File: config.mk
export PLATFORM = sky130hd
export DESIGN_NAME = ethernet_ip_packet_sink
export DESIGN_NICKNAME = d
export VERILOG_FILES = /design/src/rtl/ethernet_ip_pkg.sv /design/src/rtl/ip_hdr_checksum_acc.sv /design/src/rtl/ethernet_ip_packet_sink.sv
export SDC_FILE = /design/constraint.sdc
export NUM_CORES = 1
export LEC_CHECK = 0
export ABC_CLOCK_PERIOD_IN_PS = 3000
export CORE_ASPECT_RATIO = 0.9
export CORE_UTILIZATION = 49
export CTS_CLUSTER_SIZE = 30
export DETAILED_ROUTE_END_ITERATION = 8
export PLACE_DENSITY_LB_ADDON = 0.12
export SYNTH_ARGS = -nofsm -noshare
export SYNTH_HDL_FRONTEND = slang
export SYNTH_SLANG_ARGS = --single-unit
File: constraint.sdc
create_clock -name clk -period 3 [get_ports clk]
set_input_delay 0.6 -clock clk [delete_from_list [all_inputs] [get_ports clk]]
set_output_delay 0.6 -clock clk [all_outputs]
set_load 0.03 [all_outputs]
File: src/rtl/ethernet_ip_pkg.sv
// Shared types and constants for the Ethernet/IPv4 test-traffic receive checker.
package ethernet_ip_pkg;

   localparam int unsigned ETH_HDR_BYTES  = 14;
   localparam int unsigned IP_HDR_BYTES   = 20;
   localparam logic [7:0]  IPV4_VER_IHL   = 8'h45;
   localparam logic [15:0] ETHERTYPE_IPV4 = 16'h0800;

   typedef enum logic [1:0] {
      StEthHdr,
      StIpHdr,
      StPayload,
      StDrop
   } rx_state_e;

   typedef enum logic [2:0] {
      VerdGood,
      VerdTuser,
      VerdLen,
      VerdHdr,
      VerdPayload
   } verdict_e;

endpackage

File: src/rtl/ip_hdr_checksum_acc.sv
// Byte-serial IPv4 header checksum accumulator: pairs bytes into big-endian halfwords and
// keeps a ones'-complement running sum.
module ip_hdr_checksum_acc (
   input  logic       clk,
   input  logic       aresetn,
   input  logic       clear,
   input  logic       enable,
   input  logic [7:0] byte_in,
   output logic       sum_ok
);

   logic        phase_q, phase_d;
   logic [7:0]  hi_q, hi_d;
   logic [16:0] sum_q, sum_d;
   logic [16:0] fold;

   always_comb begin
      phase_d = phase_q;
      hi_d    = hi_q;
      sum_d   = sum_q;
      if (clear) begin
         phase_d = 1'b0;
         hi_d    = 8'h00;
         sum_d   = 17'h0;
      end else if (enable) begin
         if (!phase_q) begin
            hi_d    = byte_in;
            phase_d = 1'b1;
         end else begin
            // End-around carry folded in on every add keeps the sum within 17 bits.
            sum_d   = {1'b0, sum_q[15:0]} + {1'b0, hi_q, byte_in} + {16'h0, sum_q[16]};
            phase_d = 1'b0;
         end
      end
   end

   assign fold   = {1'b0, sum_q[15:0]} + {16'h0, sum_q[16]};
   assign sum_ok = (fold[15:0] == 16'hFFFF);

   always_ff @(posedge clk or negedge aresetn) begin
      if (!aresetn) begin
         phase_q <= 1'b0;
         hi_q    <= 8'h00;
         sum_q   <= 17'h0;
      end else begin
         phase_q <= phase_d;
         hi_q    <= hi_d;
         sum_q   <= sum_d;
      end
   end

endmodule

File: src/rtl/ethernet_ip_packet_sink.sv
// Receive-side checker for generated Ethernet/IPv4 test frames: parses headers, checks the
// repeated-ID payload, and keeps saturating verdict and sequence-gap counters.
module ethernet_ip_packet_sink
   import ethernet_ip_pkg::*;
#(
   parameter int unsigned PAYLOAD_WORDS = 11,
   parameter int unsigned CNT_WIDTH     = 32
) (
   input  logic                 clk,
   input  logic                 aresetn,
   input  logic [7:0]           s_axis_tdata,
   input  logic                 s_axis_tvalid,
   output logic                 s_axis_tready,
   input  logic                 s_axis_tlast,
   input  logic                 s_axis_tuser,
   input  logic [47:0]          cfg_dest_mac,
   input  logic [15:0]          cfg_ethertype,
   input  logic [31:0]          cfg_dest_ip,
   input  logic                 stats_clear,
   output logic [CNT_WIDTH-1:0] cnt_good,
   output logic [CNT_WIDTH-1:0] cnt_hdr_err,
   output logic [CNT_WIDTH-1:0] cnt_len_err,
   output logic [CNT_WIDTH-1:0] cnt_payload_err,
   output logic [CNT_WIDTH-1:0] cnt_tuser_err,
   output logic [CNT_WIDTH-1:0] cnt_seq_gap,
   output logic [31:0]          last_packet_id,
   output logic                 frame_done,
   output logic                 frame_good
);

   localparam logic [15:0] PAY_START = 16'(ETH_HDR_BYTES + IP_HDR_BYTES);
   localparam logic [15:0] LAST_IDX  = 16'(ETH_HDR_BYTES + IP_HDR_BYTES + 4 * PAYLOAD_WORDS - 1);
   localparam logic [15:0] TOT_LEN   = 16'(IP_HDR_BYTES + 4 * PAYLOAD_WORDS);

   function automatic logic [CNT_WIDTH-1:0] sat_inc(input logic [CNT_WIDTH-1:0] v);
      return (v == '1) ? v : v + 1'b1;
   endfunction

   rx_state_e      state_q, state_d;
   verdict_e       verdict_q, verdict_d;
   logic [15:0]    byte_cnt_q, byte_cnt_d;
   logic [15:0]    tot_len_q, tot_len_d;
   logic [23:0]    part_q, part_d;
   logic [31:0]    id_q, id_d;
   logic           hdr_err_q, hdr_err_d;
   logic           pay_err_q, pay_err_d;
   logic           done_q, done_d;
   logic           tready_q;
   logic           armed_q;
   logic [CNT_WIDTH-1:0] good_q, hdr_q, len_q, pay_q, tuser_q, gap_q;
   logic [31:0]    last_id_q;

   logic           beat, hdr_now, pay_now, hdr_acc, pay_acc;
   logic           csum_en, csum_clr, csum_ok;
   logic [1:0]     pos;
   logic [47:0]    mac_shift;
   logic [31:0]    ip_shift, word;

   assign beat      = s_axis_tvalid & tready_q;
   // Payload and dest-IP fields both start two bytes into a 32-bit-aligned index.
   assign pos       = byte_cnt_q[1:0] - 2'd2;
   assign mac_shift = cfg_dest_mac << {byte_cnt_q[2:0], 3'b000};
   assign ip_shift  = cfg_dest_ip << {pos, 3'b000};
   assign word      = {s_axis_tdata, part_q};

   always_comb begin
      state_d    = state_q;
      verdict_d  = verdict_q;
      byte_cnt_d = byte_cnt_q;
      tot_len_d  = tot_len_q;
      part_d     = part_q;
      id_d       = id_q;
      hdr_err_d  = hdr_err_q;
      pay_err_d  = pay_err_q;
      done_d     = 1'b0;
      hdr_now    = 1'b0;
      pay_now    = 1'b0;
      csum_en    = 1'b0;
      csum_clr   = 1'b0;
      hdr_acc    = hdr_err_q;
      pay_acc    = pay_err_q;
      if (beat) begin
         byte_cnt_d = (byte_cnt_q != 16'hFFFF) ? byte_cnt_q + 16'd1 : byte_cnt_q;
         unique case (state_q)
            StEthHdr: begin
               if (byte_cnt_q < 16'd6 && s_axis_tdata != mac_shift[47:40]) hdr_now = 1'b1;
               if (byte_cnt_q == 16'd12 && s_axis_tdata != cfg_ethertype[15:8]) hdr_now = 1'b1;
               if (byte_cnt_q == 16'd13 && s_axis_tdata != cfg_ethertype[7:0]) hdr_now = 1'b1;
               if (byte_cnt_q == 16'(ETH_HDR_BYTES - 1)) state_d = StIpHdr;
            end
            StIpHdr: begin
               csum_en = 1'b1;
               if (byte_cnt_q == 16'd14 && s_axis_tdata != IPV4_VER_IHL) hdr_now = 1'b1;
               if (byte_cnt_q == 16'd16) tot_len_d[15:8] = s_axis_tdata;
               if (byte_cnt_q == 16'd17) tot_len_d[7:0] = s_axis_tdata;
               if (byte_cnt_q >= 16'd30 && s_axis_tdata != ip_shift[31:24]) hdr_now = 1'b1;
               if (byte_cnt_q == PAY_START - 16'd1) state_d = StPayload;
            end
            StPayload: begin
               unique case (pos)
                  2'd0: part_d[7:0]   = s_axis_tdata;
                  2'd1: part_d[15:8]  = s_axis_tdata;
                  2'd2: part_d[23:16] = s_axis_tdata;
                  default: begin
                     if (byte_cnt_q == PAY_START + 16'd3) id_d = word;
                     else if (word != id_q) pay_now = 1'b1;
                  end
               endcase
               if (byte_cnt_q == LAST_IDX) state_d = StDrop;
            end
            StDrop: ;
            default: state_d = StDrop;
         endcase
         hdr_acc = hdr_err_q | hdr_now;
         pay_acc = pay_err_q | pay_now;
         hdr_err_d = hdr_acc;
         pay_err_d = pay_acc;
         if (s_axis_tlast) begin
            if (s_axis_tuser)
               verdict_d = VerdTuser;
            else if (byte_cnt_q != LAST_IDX || tot_len_d != TOT_LEN)
               verdict_d = VerdLen;
            else if (hdr_acc || !csum_ok)
               verdict_d = VerdHdr;
            else if (pay_acc)
               verdict_d = VerdPayload;
            else
               verdict_d = VerdGood;
            done_d     = 1'b1;
            state_d    = StEthHdr;
            byte_cnt_d = 16'd0;
            tot_len_d  = 16'd0;
            hdr_err_d  = 1'b0;
            pay_err_d  = 1'b0;
            csum_clr   = 1'b1;
         end
      end
   end

   ip_hdr_checksum_acc u_csum (
      .clk     (clk),
      .aresetn (aresetn),
      .clear   (csum_clr),
      .enable  (csum_en),
      .byte_in (s_axis_tdata),
      .sum_ok  (csum_ok)
   );

   always_ff @(posedge clk or negedge aresetn) begin
      if (!aresetn) begin
         state_q    <= StEthHdr;
         verdict_q  <= VerdGood;
         byte_cnt_q <= 16'd0;
         tot_len_q  <= 16'd0;
         part_q     <= 24'h0;
         id_q       <= 32'h0;
         hdr_err_q  <= 1'b0;
         pay_err_q  <= 1'b0;
         done_q     <= 1'b0;
         tready_q   <= 1'b0;
      end else begin
         state_q    <= state_d;
         verdict_q  <= verdict_d;
         byte_cnt_q <= byte_cnt_d;
         tot_len_q  <= tot_len_d;
         part_q     <= part_d;
         id_q       <= id_d;
         hdr_err_q  <= hdr_err_d;
         pay_err_q  <= pay_err_d;
         done_q     <= done_d;
         tready_q   <= 1'b1;
      end
   end

   // Counters are committed at the end of the frame_done cycle so a coincident clear wins.
   always_ff @(posedge clk or negedge aresetn) begin
      if (!aresetn) begin
         good_q    <= '0;
         hdr_q     <= '0;
         len_q     <= '0;
         pay_q     <= '0;
         tuser_q   <= '0;
         gap_q     <= '0;
         last_id_q <= 32'h0;
         armed_q   <= 1'b0;
      end else if (stats_clear) begin
         good_q  <= '0;
         hdr_q   <= '0;
         len_q   <= '0;
         pay_q   <= '0;
         tuser_q <= '0;
         gap_q   <= '0;
         armed_q <= 1'b0;
      end else if (done_q) begin
         unique case (verdict_q)
            VerdTuser:   tuser_q <= sat_inc(tuser_q);
            VerdLen:     len_q   <= sat_inc(len_q);
            VerdHdr:     hdr_q   <= sat_inc(hdr_q);
            VerdPayload: pay_q   <= sat_inc(pay_q);
            default: begin
               good_q <= sat_inc(good_q);
               if (armed_q && id_q != last_id_q + 32'd1) gap_q <= sat_inc(gap_q);
               last_id_q <= id_q;
               armed_q   <= 1'b1;
            end
         endcase
      end
   end

   assign s_axis_tready   = tready_q;
   assign cnt_good        = good_q;
   assign cnt_hdr_err     = hdr_q;
   assign cnt_len_err     = len_q;
   assign cnt_payload_err = pay_q;
   assign cnt_tuser_err   = tuser_q;
   assign cnt_seq_gap     = gap_q;
   assign last_packet_id  = last_id_q;
   assign frame_done      = done_q;
   assign frame_good      = done_q && (verdict_q == VerdGood);

endmodule

# --- After elaboration in Yosys (flattened, before gate mapping) ---
# Index checks and enable logic that the tools add are counted.
# Widths: inputs -> output; s select.
totals:
  out_inout_bits: 227
  regBits: 348
  wordCells: 202
  inputBits: 110
op_classes:
  n_addsub: 12
  muxes: 71
  eq_ne: 44
  order_cmp: 2
  n_reduce_logical: 42
  n_shift: 2
  n_bitwise: 6
ops:
  columns: ["operator", "count"]
  rows:
  - ["$mux 32", 25]
  - ["$add 32x1->32 const B", 7]
  - ["$eq 32x32->1 const B", 6]
  - ["$mux 16", 5]
  - ["$ne 32x32->1", 2]
  - ["$mux 17", 3]
  - ["$eq 16x4->1 const B", 3]
  - ["$shl 48x6->48", 1]
  - ["$mux 8", 5]
  - ["$eq 16x5->1 const B", 2]
  - ["$eq 16x6->1 const B", 2]
  - ["$ne 16x7->1 const B", 2]
  - ["$ne 8x8->1", 4]
  - ["$shl 32x5->32", 1]
  - ["$reduce_and 3->1", 9]
  - ["$mux 1", 23]
  - ["$reduce_bool 2->1", 9]
  - ["$add 16x16->17", 1]
  - ["$add 17x1->17", 1]
  - ["$add 16x1->16", 1]
  - ["$add 16x1->16 const B", 1]
  - ["$eq 16x16->1 const B", 1]
  - ["$eq 16x7->1 const B", 1]
  - ["$ge 16x5->1 const B", 1]
  - ["other kinds (30)", 63]

# --- Logic depth before layout (Yosys ltp) ---
# Gate-level depths: netlist of run 1.
depth:
  ltp_word: 13
  depth_mapped: 13

# --- Cells and area by module ---
# A second synthesis of run 1 with hierarchy kept.
unflattened:
  hier_cells: 2022
  area_unflattened_um2: 19796.5
modules_own_cells:
  columns: ["mod", "cells_per_inst", "area_per_inst_um2", "n_inst"]
  rows:
  - ["ethernet_ip_packet_sink", 1782, 17807.1, 1]
  - ["ip_hdr_checksum_acc", 240, 1989.4, 1]

# --- Least setup slack after synthesis of run 1 ---
# No wires, ideal clock.
synth_path:
  path_kind: "input -> register"
  from: "input s_axis_tdata[0]"
  to: "register u_csum.sum_q[14]"
  path_slack_ps: -548
  path_stages: 13
  required_time_ps: 2879
  arrival_time_ps: 3427
  setup_ps: 121
  path_cell_list: "clkbuf_1 > inv_1 > fa_1 > fa_1 > nor2b_1 > o21ai_0 > a21oi_1 > nor4_1 > o31ai_1 > o41ai_1 > o21ai_0 > xor2_1 > a22o_1"
synth_via:
  elab_chain_len: 5
synth_lines:
  columns: ["item", "line", "rtl"]
  rows:
  - ["from (decl)", "ethernet_ip_packet_sink.sv:11", "input logic [7:0] s_axis_tdata,"]
  - ["$add 16x16->17", "ip_hdr_checksum_acc.sv:31", "sum_d = {1'b0, sum_q[15:0]} + {1'b0, hi_q, byte_in} + {16'h0, sum_q[16]};"]
  - ["$add 17x1->17", "ip_hdr_checksum_acc.sv:31", null]
  - ["$mux 17", "ip_hdr_checksum_acc.sv:26", "if (!phase_q) begin"]
  - ["$mux 17", "ip_hdr_checksum_acc.sv:25", "end else if (enable) begin"]
  - ["$mux 17", "ip_hdr_checksum_acc.sv:21", "if (clear) begin"]
  - ["to (signal assigned)", "ip_hdr_checksum_acc.sv:48", "sum_q <= sum_d;"]
  - ["to (decl)", "ip_hdr_checksum_acc.sv:14", "logic [16:0] sum_q, sum_d;"]
# No other way between the ends. The select of a mux whose other input is x is not followed.
# A chain may end at the register's enable or synchronous reset.

# --- Worst setup path in the final report of run 1 ---
layout_path:
  from: "register last_id_q[9] (netlist: last_packet_id[9])"
  to: "register gap_q[16] (netlist: cnt_seq_gap[16])"
layout_via:
  elab_chain_len: 5
layout_lines:
  columns: ["item", "line", "rtl"]
  rows:
  - ["from (decl)", "ethernet_ip_packet_sink.sv:51", "logic [31:0] last_id_q;"]
  - ["from (signal assigned)", "ethernet_ip_packet_sink.sv:203", "last_id_q <= id_q;"]
  - ["$add 32x1->32", "ethernet_ip_packet_sink.sv:202", "if (armed_q && id_q != last_id_q + 32'd1) gap_q <= sat_inc(gap_q);"]
  - ["$ne 32x32->1", "ethernet_ip_packet_sink.sv:202", null]
  - ["$logic_and 1x1->1", "ethernet_ip_packet_sink.sv:202", null]
  - ["$reduce_bool 2->1 (no line)", null, null]
  - ["$reduce_and 4->1 (no line)", null, null]
  - ["to (signal assigned)", "ethernet_ip_packet_sink.sv:202", null]
  - ["to (decl)", "ethernet_ip_packet_sink.sv:50", "logic [CNT_WIDTH-1:0] good_q, hdr_q, len_q, pay_q, tuser_q, gap_q;"]
# No other way between the ends.

==> results of run 1 <==
## worst paths after layout
kind	to	slack, ns	from
max in group asynchronous	cnt_len_err[7]	2.14	aresetn
min in group clk	cnt_tuser_err[7]	0.38	stats_clear
max	cnt_seq_gap[16]	-0.18	last_packet_id[9]
min reg2reg	u_csum.hi_q[6]	0.50	u_csum.hi_q[6]
min	cnt_tuser_err[15]	0.03	aresetn
max reg2reg	cnt_seq_gap[16]	-0.18	last_packet_id[9]
## state kept, by name (all words and copies together), names as in the netlist, 2 cells and up
name / count
byte_cnt_q: 16
cnt_good: 32
cnt_hdr_err: 32
cnt_len_err: 32
cnt_payload_err: 32
cnt_seq_gap: 32
cnt_tuser_err: 32
id_q: 32
last_packet_id: 32
part_q: 24
state_q: 2
tot_len_q: 16
u_csum.hi_q: 8
u_csum.sum_q: 17
verdict_q: 3
## routing by layer
| layer | wire length [um] | part of all wire, % |
|---|---|---|
| met1 | 23900 | 44 |
| met4 | 1400 | 2.5 |
| met5 | 0 | 0 |
| met3 | 3200 | 5.8 |
| met2 | 26400 | 48 |
## through the flow
stage,hold slack [ns],cells,power [mW]
2_1_floorplan,0.304,1988,6.74
3_3_place_gp,0.472,2903,7.63
3_5_place_dp,0.486,2903,7.70
4_1_cts,0.0470,2976,12.4
5_1_grt,0.0613,2980,13.0
6_report,0.0347,2980,12.4
## repair_timing
action / 4_1_cts / 5_1_grt
setup endpoints to repair: 35 / 47
pin swaps: 0 / 10
buffers inserted: 2 / 3
gates cloned: 2 / 1
resized for setup: 18 / 31
## cell families (layout without fill, tap and decap cells)
kind of cell	count (synthesis)	in the layout	synth area share, %
AND/OR/NAND/NOR	835	835	21.6
flip-flops	348	348	44.7
XOR/XNOR	265	265	11.9
AO/OA/AOI/OAI	242	242	8.04
multiplexers	138	138	8.85
buffers and inverters	126	593	2.72
adder cells (fa/ha/maj)	33	33	2.20
other	1	1	0.0192
## cells in the mapped netlist, drive strengths merged, types with 4 or more instances
| cell type | count |
|---|---|
| a211oi | 7 |
| a21oi | 44 |
| a22o | 12 |
| a22oi | 25 |
| a31oi | 13 |
| and2 | 18 |
| and3 | 38 |
| and4 | 33 |
| buf | 12 |
| clkbuf | 76 |
| dfrtp | 348 |
| ha | 31 |
| inv | 38 |
| mux2 | 114 |
| mux2i | 8 |
| mux4 | 16 |
| nand2 | 166 |
| nand2b | 5 |
| nand3 | 87 |
| nand4 | 80 |
| nor2 | 256 |
| nor2b | 37 |
| nor3 | 41 |
| nor4 | 24 |
| o2111ai | 5 |
| o211ai | 8 |
| o21a | 6 |
| o21ai | 78 |
| o311a | 4 |
| o31ai | 9 |
| o41ai | 5 |
| or2 | 7 |
| or3 | 31 |
| or4 | 5 |
| xnor2 | 127 |
| xor2 | 138 |
## report_power, final
| group | total, mW | leakage (nW) | switching [mW] | internal, mW |
|---|---|---|---|---|
| combinational | 2.44 | 5.60 | 1.19 | 1.25 |
| clock | 4.70 | 0.618 | 1.94 | 2.76 |
| sequential | 5.25 | 4.77 | 0.288 | 4.96 |
| total | 12.4 | 11.0 | 3.42 | 8.97 |
## final cells by class
type / instances / area (um^2) / share of cell area, %
inverters: 38 / 143 / 0.551
well taps: 525 / 657 / 2.54
clock inverters: 9 / 77.6 / 0.300
repair buffers: 486 / 4650 / 18.0
clock buffers: 60 / 1160 / 4.50
flip-flops and latches: 348 / 8730 / 33.8
multi-input cells: 1514 / 10400 / 40.4
## critical path: cells and delay by family (launching register included)
kind | cells | cell delay (ns)
AND/OR/NAND/NOR | 4 | 1.00
AO/OA/AOI/OAI | 4 | 0.92
multiplexers | 1 | 0.40
flip-flops | 1 | 0.37
buffers and inverters | 2 | 0.35
==> flow_summary.json, run 1 <==
{
  "clock_sinks": 348,
  "cts_tree": "done",
  "gr-usage-all-layers_pct": 27.3,
  "layout_common_cells": "clkdlybuf4s50_1 (333), dfrtp_1 (330), nor2_1 (255)",
  "syn_avg_cell_area_um2": 9.80,
  "fin_tns_setup_ns": -2.27,
  "core_um2": 38800,
  "hpwl_um": 39600,
  "drc": 0,
  "final_common_cell": "clkdlybuf4s50_1",
  "h-tree-depth": 2,
  "rows": 68,
  "insertion_delay_ns": 0.54,
  "critical_path.max_fanout": 8,
  "die_height_um": 191,
  "synth_enable_flop_cells": 0,
  "tightest_slew_ns": 0.855,
  "place_area_um2": 24300,
  "grt_start_max_net_pins": 127,
  "synthesis.nets": 2131,
  "grt_pass1_wl_um": 88400,
  "grt_pass1_vias": 16500,
  "crit_path_end_kind": "flip-flop",
  "place_congestion": 0.907,
  "fin_util_pct": 66.7,
  "preCtsSetupSlack_ns": -0.772,
  "layout-drive-gt1-share_pct": 16.6,
  "layout_setup_ws_ns": -0.180,
  "syn-cell-area_um2": 19500,
  "ys_ff_latch": 348,
  "cts_buffer_depth": 3,
  "finalHoldViolations": 0,
  "ir_worst_vdd_v": 0.000452,
  "start_util_pct": 50.2,
  "grt.met1_usage_pct": 36.7,
  "crit_chain": "and4_4, nand4_4, buf_4, o31a_1, a21o_1, a211oi_1, a2111oi_4, and4_4, buf_12, nor4_1, mux2_1",
  "die_width_um": 212,
  "hp-class": "input port to async pin",
  "clk_pin_slew_ns": 0.06,
  "setup_violations": 31,
  "final_cell_area_um2": 25900,
  "arrival_ns": 3.58,
  "critPathKind": "flip-flop to flip-flop",
  "final_antenna_net_count": 0,
  "synthFlopType": "dfrtp_1",
  "violations": "negative setup slack",
  "ios": 337,
  "p_leak_nw": 11.0,
  "drt_iter0_markers": 1455,
  "crit_path_frequent_cell": "and4_4",
  "vias_per_cell": 5.62,
  "max_stage_delay_ns": 0.40,
  "num_vias": 16700,
  "nNetsFinal": 2570,
  "num_antenna_cells": 0,
  "drv_cap": 0,
  "startpoint_type": "flip-flop",
  "yosysWarnings": 0,
  "syn_inst": 1988,
  "grt_setup_unrepaired": "yes",
  "routed_wl_um": 55000,
  "post-route-min-period_ns": 3.18,
  "drv_slew": 0,
  "cts_buffers": 39,
  "reg2reg_depth": 11,
  "fmax_mhz": 315,
  "top_usage_layer": "met2",
  "skew_ns": 0.0154,
  "wl_per_cell_um": 18.4,
  "yosys.cell_types.count": 72,
  "root_buffer": "clkbuf_16",
  "synth_top_area_share_pct": 44.7,
  "synthArstFlopShare_pct": 100,
  "area_growth_pct": 32.7,
  "n_fill_cell": 3119,
  "grt_use_met3_pct": 4.27,
  "synth_largest_area_cell": "dfrtp_1",
  "power.density_nw_per_um2": 479,
  "cp_data_required_time_ns": 3.40,
  "grt.overflow.total": 0,
  "met2_usage_pct": 45.6,
  "status": "finished with violations",
  "slew_headroom_pct": 42.6,
  "netlist_top_cells_area": "dfrtp_1 (45%), xor2_1 (6.2%), xnor2_1 (5.7%)",
  "critPathSlowestCell": "mux2_1",
  "port_buffers": 336,
  "firstDrtPassIters": 5,
  "antenna_found_initial": 0,
  "cts_hold_buf": 0,
  "die_area_um2": 40600,
  "ys_seq_area_share_pct": 44.7,
  "fin_crit_sh_pct": 106
}
No activity file was read; power rests on OpenSTA's default activity.
==> inputs of run 2 (changes only) <==
--- a/config.mk
+++ b/config.mk
@@ -6,7 +6,7 @@
 export NUM_CORES = 1
 export LEC_CHECK = 0
 export ABC_CLOCK_PERIOD_IN_PS = 3000
-export CORE_ASPECT_RATIO = 0.9
+export CORE_ASPECT_RATIO = 0.8
 export CORE_UTILIZATION = 49
 export CTS_CLUSTER_SIZE = 30
 export DETAILED_ROUTE_END_ITERATION = 8
==> flow_summary.json, run 2 (synthesis results as in run 1) <==
{
  "cts_hold_buf": 0,
  "nNetsFinal": 2567,
  "grt_use_met3_pct": 3.80,
  "slew_headroom_pct": 53.0,
  "crit_chain": "and4_4, nand3_2, or3_4, or4_4, a2111oi_4, and4_4, buf_12, buf_16, nor3_2, mux2_1",
  "final_cell_area_um2": 25800,
  "rows": 64,
  "max_stage_delay_ns": 0.50,
  "finalHoldViolations": 0,
  "total_power_mw": 12.3,
  "crit_path_frequent_cell": "and4_4",
  "grt_start_max_net_pins": 95,
  "skew_ns": 0.0193,
  "critical_path.max_fanout": 7,
  "ir_worst_vdd_v": 0.000355,
  "p_leak_nw": 10.9,
  "post-route-min-period_ns": 3.07,
  "top_usage_layer": "met2",
  "clk_pin_slew_ns": 0.06,
  "final_common_cell": "clkdlybuf4s50_1",
  "routed_wl_um": 54200,
  "grt_pass1_vias": 16100,
  "layout_setup_ws_ns": -0.0667,
  "fin_crit_sh_pct": 102,
  "cts_buffers": 38,
  "pwr-share-comb_pct": 19.9,
  "critPathKind": "flip-flop to flip-flop",
  "cts_tree": "done",
  "n_fill_cell": 3104,
  "die_width_um": 225,
  "whs_ns": 0.0116,
  "intPower_mw": 8.91,
  "root_buffer": "clkbuf_16",
  "violations": "negative setup slack",
  "core_um2": 38700,
  "die_height_um": 180,
  "swShare_pct": 27.7,
  "fmax_mhz": 326,
  "p_seq_share_pct": 42.7,
  "num_antenna_cells": 0,
  "dp_cells": 2901,
  "critPathSlowestCell": "or4_4",
  "status": "finished with violations",
  "arrival_ns": 3.47,
  "wl_per_cell_um": 18.2,
  "cp_data_required_time_ns": 3.41,
  "die_area_um2": 40600,
  "gr-usage-all-layers_pct": 26.5,
  "port_buffers": 336,
  "tightest_slew_ns": 0.705,
  "grt_pass1_wl_um": 86500,
  "met2_usage_pct": 42.2,
  "start_util_pct": 50.4,
  "drv_slew": 0,
  "firstDrtPassIters": 6,
  "clock_sinks": 348,
  "fin_tns_setup_ns": -0.594,
  "insertion_delay_ns": 0.54,
  "place_congestion": 0.915,
  "grt.met1_usage_pct": 36.8,
  "layout_common_cells": "clkdlybuf4s50_1 (333), dfrtp_1 (329), nor2_1 (255)",
  "num_vias": 16700,
  "ios": 337,
  "final_antenna_net_count": 0,
  "power.density_nw_per_um2": 477,
  "grt.overflow.total": 0,
  "fin_util_pct": 66.8,
  "preCtsSetupSlack_ns": -0.766,
  "hp-class": "input port to async pin",
  "p_clk_share_pct": 37.3,
  "crit_path_end_kind": "flip-flop",
  "antenna_found_initial": 0,
  "final_cells": 2977,
  "area_growth_pct": 32.5,
  "grt_setup_unrepaired": "yes",
  "layout-drive-gt1-share_pct": 16.3,
  "setup_violations": 19,
  "place_area_um2": 24300,
  "netSwitchingPower_mw": 3.41,
  "drc": 0,
  "hpwl_um": 40000,
  "vias_per_cell": 5.60,
  "startpoint_type": "flip-flop",
  "cts_buffer_depth": 3,
  "h-tree-depth": 2,
  "drv_cap": 0,
  "drt_iter0_markers": 1135
}
==> run 2: cell types whose count changed in the layout (fill, tap and decap cells not counted), moves of 2 or more <==
cell,before,now
mux2_1,8,17
mux2_4,12,5
and3_2,2,0
buf_4,138,136
clkbuf_1,10,8
clkbuf_8,11,9
clkinvlp_4,0,2
mux2_2,94,92
nand3_1,87,85
o311ai_0,3,1
==> run 2: cell type report <==
class | instances | area (um^2) | area share (%)
Timing Repair Buffer | 484 | 4630 | 17.9
Tap cell | 528 | 661 | 2.56
Sequential cell | 348 | 8730 | 33.8
Multi-Input combinational cell | 1514 | 10500 | 40.5
Clock buffer | 56 | 1130 | 4.37
Clock inverter | 9 | 78.8 | 0.305
Inverter | 38 | 143 | 0.552
==> run 2: critical path, delay by kind of cell, from the launching register on <==
kind | cells | cell delay (ns)
simple gates | 6 | 1.62
flops | 1 | 0.37
compound gates | 1 | 0.35
mux | 1 | 0.30
buf+inv | 2 | 0.28
==> run 2: power by group through the flow <==
stage / Clock (mW) / Combinational, mW / Sequential (mW)
finish: 4.60 / 2.46 / 5.26
global route: 4.87 / 2.71 / 5.30
CTS: 4.69 / 2.40 / 5.26
detailed placement: 0 / 2.38 / 5.33
global placement: 0 / 2.31 / 5.32
floorplan: 0 / 1.49 / 5.25
==> run 2: metal layers <==
metal	routed length (um)	up-vias
li1	-	7901
met1	24100	8192
met2	25100	474
met3	3030	100
met4	1900	0
met5	0	-
==> run 2: timing repair <==
action                                  4_1_cts  5_1_grt
endpoints found under the setup margin       33       50
cloned                                        2        0
setup buffers                                 6        3
pin swaps                                     2       10
resized for setup                            12       38
==> run 2: worst paths after layout <==
kind                                          from                   to  slack [ns]  depth (start not counted)
worst max-delay path            last_packet_id[19]       cnt_seq_gap[5]       -0.07                         10
worst min-delay path                       aresetn         cnt_good[26]        0.01                          1
worst max register to register  last_packet_id[19]       cnt_seq_gap[5]       -0.07                         10
worst min register to register             armed_q              armed_q        0.50                          2
max in group asynchronous                  aresetn      cnt_len_err[15]        2.12                          2
min in group clk                       stats_clear  cnt_payload_err[13]        0.35                          2
